File: src/rtl/spi_pkg.sv
// Shared SPI link definitions: receiver FSM encodings and the default word
// length used by both the receive and transmit sides of the link.
package spi_pkg;

    // Receiver FSM encodings
    localparam logic [1:0] IDLE = 2'b00;
    localparam logic [1:0] RECV = 2'b01;

    // Default bits per SPI word, shared with the transmit-side logic
    localparam int SPI_DATA_LENGTH = 8;

    // Bit counter width for a given word length; one spare bit so the
    // counter can hold DATA_LENGTH itself without wrapping
    function automatic int cnt_width(input int data_length);
        return $clog2(data_length) + 1;
    endfunction

endpackage

File: src/rtl/spi_sck_edge.sv
// SPI input conditioning: optional 2-flop synchronizers on ss/sck/rx
// (enabled by defining SPI_RX_SYNC_EN) followed by an sck rising-edge
// detector. Without the macro the inputs are assumed clk-synchronous.
module spi_sck_edge (
    input  logic clk,
    input  logic prst,
    input  logic ss,
    input  logic sck,
    input  logic rx,
    output logic sck_rise,
    output logic ss_s,
    output logic rx_s
);

    logic sck_s;
    logic sck_q;

`ifdef SPI_RX_SYNC_EN
    logic [1:0] ss_sync;
    logic [1:0] sck_sync;
    logic [1:0] rx_sync;

    // Two-stage synchronizers; ss resets to its inactive (high) level
    always_ff @(posedge clk or posedge prst) begin
        if (prst) begin
            ss_sync  <= 2'b11;
            sck_sync <= 2'b00;
            rx_sync  <= 2'b00;
        end else begin
            ss_sync  <= {ss_sync[0], ss};
            sck_sync <= {sck_sync[0], sck};
            rx_sync  <= {rx_sync[0], rx};
        end
    end

    assign ss_s  = ss_sync[1];
    assign sck_s = sck_sync[1];
    assign rx_s  = rx_sync[1];
`else
    assign ss_s  = ss;
    assign sck_s = sck;
    assign rx_s  = rx;
`endif

    // Previous sck level for rising-edge detection
    always_ff @(posedge clk or posedge prst) begin
        if (prst) begin
            sck_q <= 1'b0;
        end else begin
            sck_q <= sck_s;
        end
    end

    assign sck_rise = sck_s & ~sck_q;

endmodule

File: src/rtl/spi_rx.sv
// SPI slave receiver (mode 0, MSB first). Assembles DATA_LENGTH-bit words
// from MOSI and offers them downstream with a valid/ack handshake; flags
// overrun and truncated frames. Define SPI_RX_SYNC_EN to synchronize the
// SPI pins into clk (adds 2 clk of latency).
//
// Handshake: valid rises when a word is stored in data and stays high, with
// data stable, until a cycle with valid&ack. That cycle transfers the word;
// valid drops on the next edge unless a new word completes in the same
// cycle, in which case data is replaced and valid stays high. A word that
// completes while valid is high and ack is low is dropped and ovr pulses.
module spi_rx
    import spi_pkg::*;
#(
    parameter int DATA_LENGTH = SPI_DATA_LENGTH
) (
    input  logic                   clk,
    input  logic                   prst,
    input  logic                   ss,
    input  logic                   sck,
    input  logic                   rx,
    output logic [DATA_LENGTH-1:0] data,
    output logic                   valid,
    input  logic                   ack,
    output logic                   ovr,
    output logic                   frame_err,
    output logic [1:0]             fsm_state
);

    localparam int CW = cnt_width(DATA_LENGTH);
    localparam logic [CW-1:0] LAST_BIT = CW'(DATA_LENGTH - 1);

    logic                   sck_rise;
    logic                   ss_s;
    logic                   rx_s;
    logic [1:0]             state;
    logic [DATA_LENGTH-1:0] sh;
    logic [CW-1:0]          cnt;
    logic                   sample;
    logic                   word_done;
    logic                   frame_abort;
    logic [DATA_LENGTH-1:0] shifted;

    spi_sck_edge u_edge (
        .clk      (clk),
        .prst     (prst),
        .ss       (ss),
        .sck      (sck),
        .rx       (rx),
        .sck_rise (sck_rise),
        .ss_s     (ss_s),
        .rx_s     (rx_s)
    );

    assign sample      = sck_rise & ~ss_s;
    assign shifted     = {sh[DATA_LENGTH-2:0], rx_s};
    assign word_done   = (state == RECV) && sample && (cnt == LAST_BIT);
    assign frame_abort = (state == RECV) && ss_s;
    assign fsm_state   = state;

    // Receive FSM: shift register and bit counter
    always_ff @(posedge clk or posedge prst) begin
        if (prst) begin
            state <= IDLE;
            sh    <= '0;
            cnt   <= '0;
        end else begin
            case (state)
                IDLE: begin
                    if (sample) begin
                        sh    <= shifted;
                        cnt   <= CW'(1);
                        state <= RECV;
                    end
                end
                RECV: begin
                    if (ss_s) begin
                        // Truncated frame: discard the partial word
                        sh    <= '0;
                        cnt   <= '0;
                        state <= IDLE;
                    end else if (sample) begin
                        sh <= shifted;
                        if (cnt == LAST_BIT) begin
                            cnt   <= '0;
                            state <= IDLE;
                        end else begin
                            cnt <= cnt + CW'(1);
                        end
                    end
                end
                default: begin
                    cnt   <= '0;
                    state <= IDLE;
                end
            endcase
        end
    end

    // Output register, handshake and single-cycle error flags
    always_ff @(posedge clk or posedge prst) begin
        if (prst) begin
            data      <= '0;
            valid     <= 1'b0;
            ovr       <= 1'b0;
            frame_err <= 1'b0;
        end else begin
            ovr       <= 1'b0;
            frame_err <= frame_abort;
            if (word_done) begin
                if (!valid || ack) begin
                    data  <= shifted;
                    valid <= 1'b1;
                end else begin
                    ovr <= 1'b1;
                end
            end else if (valid && ack) begin
                valid <= 1'b0;
            end
        end
    end

endmodule

File: config.mk
export PLATFORM = sky130hd
export DESIGN_NAME = spi_rx
export DESIGN_NICKNAME = d
export VERILOG_FILES = /design/src/rtl/spi_pkg.sv /design/src/rtl/spi_sck_edge.sv /design/src/rtl/spi_rx.sv
export SDC_FILE = /design/constraint.sdc
export NUM_CORES = 1
export LEC_CHECK = 0
export CORE_MARGIN = 2
export CORE_UTILIZATION = 40
export CTS_CLUSTER_SIZE = 25
export DETAILED_ROUTE_END_ITERATION = 7
export PLACE_DENSITY_LB_ADDON = 0.1
export SETUP_SLACK_MARGIN = 0.05
export SKIP_LAST_GASP = 1
export SLEW_MARGIN = 20
export SYNTH_ARGS = -nofsm -noshare
export SYNTH_HDL_FRONTEND = slang
export SYNTH_SLANG_ARGS = --single-unit
export TNS_END_PERCENT = 100
File: constraint.sdc
create_clock -name clk -period 1.41 [get_ports clk]
set_input_delay 0.423 -clock clk [delete_from_list [all_inputs] [get_ports clk]]
set_output_delay 0.423 -clock clk [all_outputs]
set_load 0.1 [all_outputs]
==> reports/results.tsv <==
stage	metric	value	unit
outcome	status	finished with violations	
outcome	failing checks	negative setup slack	
placement	IO buf count	17	
sta	Hold Fails Final Rpt	0	
sta	setup ws final	-0.115	ns
layout	antenna cells	0	
synthesis	Yosys cell types	26	
sta	Pins Over Slew Limit	0	
power	Net Sw Frac	0.237	
critical_path	Crit Path Class	flop to output port	
grt	vias in the first global route	776	
synthesis	Main synth FF type	dfrtp_1	
route	detailed-route wire length	2120	um
synthesis	synthesized-area fraction occupied by adder cells	0.0122	
layout	Layout fillers	184	
layout	Multi-input gate area	464	um2
placement	hpwl dp	1400	um
hold_path	worst hold path type	input pin to async pin	
placement	gpl congestion	0.747	
grt	first-pass GRT wire length	3260	um
clock_tree	CTS sink count	24	
synthesis	Post-synth top cells	24 x dfrtp_1, 17 x nand2_1, 8 x a21oi_1, 8 x mux2_4, 5 x nand3_1	
power	P_int	0.00112	W
sta	final worst path period need	1.52	ns
die	I/O Pins	19	
clock_tree	CTS HTree Levels	1	
grt	gr usage total	0.156	
clock_tree	Longest Clk Path Bufs	2	
route	initial drt markers	7	
synthesis	Yosys warning total	0	
die	Die X-Extent	54.7	um
route	DRC errors left	0	
synthesis	sequential area share after synthesis	0.585	
die	Site Rows	18	
sta	final setup fails	9	
layout	cell area after layout	1670	um2
synthesis	synth top area cells	dfrtp_1 58%, mux2_4 12%, nand2_1 6.2%	
grt	largest net degree at the start of global routing	15	
sta	RSZ-0062 raised after global routing	true	
clock_tree	CTS Buf Count	3	
layout	NumNets Final	135	
clock_tree	clock root buffer	clkbuf_4	
synthesis	Mapped Nets	93	
critical_path	R2R depth	5	
power	Psw	0.000349	W
layout	P&R area growth vs syn	62.2	%
critical_path	CP Data Arrival Time	1.10	ns
clock_tree	Worst-path clk slew	0.14	ns
synthesis	mean post-synth cell area	11.9	um2
synthesis	EDFF count, synth	0	
synthesis	asr flop ratio synth	1.00	
grt	initial antenna violation count	0	
clock_tree	worst skew pair latency	0.31	ns
synthesis	Synth Cell Area	1030	um2
sta	fin crit share	1.08	
clock_tree	CTS tree	done	
critical_path	Crit Path Max Fanout	2	
critical_path	CP required	0.99	ns
grt	grt ovf	0	
power	power per cell area	882	nW/um2
route	Antenna Nets Post-Route	0	
die	die area	2990	um2
route	total iterations of the first detailed-routing run	4	
critical_path	r2r setup slk	-0.11	ns
power	Combinational Power Share	0.162	
synthesis	Yosys reg bits	24	
power	Max VDD drop	0.674	mV
die	core area	2450	um2
sta	max frequency	656	MHz
synthesis	cell count after synthesis	86	
critical_path	CP startpoint kind	flop	
synthesis	XOR/XNOR share of the synthesized area	0.00853	
synthesis	post-synth top area cell	dfrtp_1	
sta	clk_skew	0.00966	ns
power	Reg power frac	0.505	
route	via count	769	
die	initial core utilization	0.418	
synthesis	simple-gate share of the synthesized area	0.152	
synthesis	mux share of post-synthesis cell area	0.128	
synthesis	most common cell in the netlist	dfrtp_1	
route	Vias/cell	4.90	
die	Die Height	54.7	um
power	Leak	0.801	nW
run	max-cap violations	0	
route	Routed WL per cell	13.5	um
synthesis	largest family of logic cells by synthesized area	simple AND/OR/NAND/NOR gates	
synthesis	area fraction of the dominant cell type after synthesis	0.585	
synthesis	Compound-Gate Fraction of Synth Area	0.0780	
power	Tot Pwr	0.00147	W
placement	placed instance area	1470	um2
clock_tree	CTS Hold Buffers Added	0	
layout	share of layout cells above drive strength 1	0.535	
power	clock share of power	0.333	
layout	register area	606	um2
critical_path	CP Capture Type	output port	
through the flow:
| stage | setup TNS (ns) | std cells | hold slack [ns] | setup slack, ns | utilization |
|---|---|---|---|---|---|
| final | -0.880 | 157 | 0.389 | -0.115 | 0.679 |
| after detailed placement | -9.93 | 145 | 0.500 | -0.492 | 0.597 |
| after global placement | -9.52 | 145 | 0.498 | -0.460 | 0.597 |
| after global routing | -1.29 | 157 | 0.385 | -0.156 | 0.679 |
| after CTS | -0.920 | 154 | 0.389 | -0.119 | 0.640 |
| after floorplan | -1.80 | 86 | 0.438 | -0.225 | - |
metal layers:
| layer | up-vias | global-route usage | wire, um |
|---|---|---|---|
| li1 | 374 | - | - |
| met1 | 377 | 0.189 | 915 |
| met2 | 14 | 0.266 | 1090 |
| met3 | 4 | 0.0246 | 71 |
| met4 | 0 | 0.0792 | 40 |
| met5 | - | 0 | 0 |
final timing paths:
kind / from / to
min in group clk: sck / u_edge.sck_q
min: prst / sh[2]
max reg2reg: cnt[0] / data[7]
max: fsm_state[0] / fsm_state[0]
min reg2reg: sh[6] / data[7]
max in group asynchronous: prst / valid
flip-flops by register name, summed over array words and instances, names as in the netlist:
name,count
sh,7
data,8
u_edge.sck_q,1
frame_err,1
cnt,4
ovr,1
valid,1
fsm_state,1
cells by family (layout without fill, tap and decap cells):
kind of cell / count (synthesis) / after routing
buffers and inverters: 6 / 47
flip-flops: 24 / 24
multiplexers: 9 / 9
AO/OA/AOI/OAI: 14 / 14
XOR/XNOR: 1 / 1
AND/OR/NAND/NOR: 30 / 30
adder cells (fa/ha/maj): 1 / 1
other: 1 / 1
cells in the final DEF (no fill, tap or decap), drive strengths merged, types with 2 or more instances in the layout:
master         synthesis  routed
dfrtp                 24      24
clkbuf                 2       3
and3b                  2       2
buf                    2      36
dlygate4sd2            0       2
mux2                   9       9
nor3b                  2       2
clkdlybuf4s50          0       3
nand3                  5       5
a21oi                  8       8
nand2                 17      17
o21ai                  2       2
layout make-up:
cell class / count / area share
Multi-Input combinational cell: 56 / 0.279
Clock inverter: 1 / 0.0180
Inverter: 2 / 0.00450
Sequential cell: 24 / 0.363
Tap cell: 30 / 0.0225
Timing Repair Buffer: 41 / 0.300
Clock buffer: 3 / 0.0135
power by group through the flow:
stage | registers, W | clock network, W | logic [W]
finish | 0.000742 | 0.000490 | 0.000238
global placement | 0.000750 | 0 | 0.000188
detailed placement | 0.000751 | 0 | 0.000189
floorplan | 0.000780 | 0 | 0.0000716
CTS | 0.000738 | 0.000501 | 0.000207
global route | 0.000745 | 0.000531 | 0.000262
timing repair:
action,4_1_cts,5_1_grt
gates cloned,0,0
pin swaps,2,10
gates resized for setup,7,21
setup buffers,5,3
setup endpoints to repair,31,30
critical path, stage by stage (launching register included):
cell     delay [ns]
dfrtp_4        0.51
buf_6          0.13
buf_12         0.15
No activity file was read; power rests on OpenSTA's default activity.
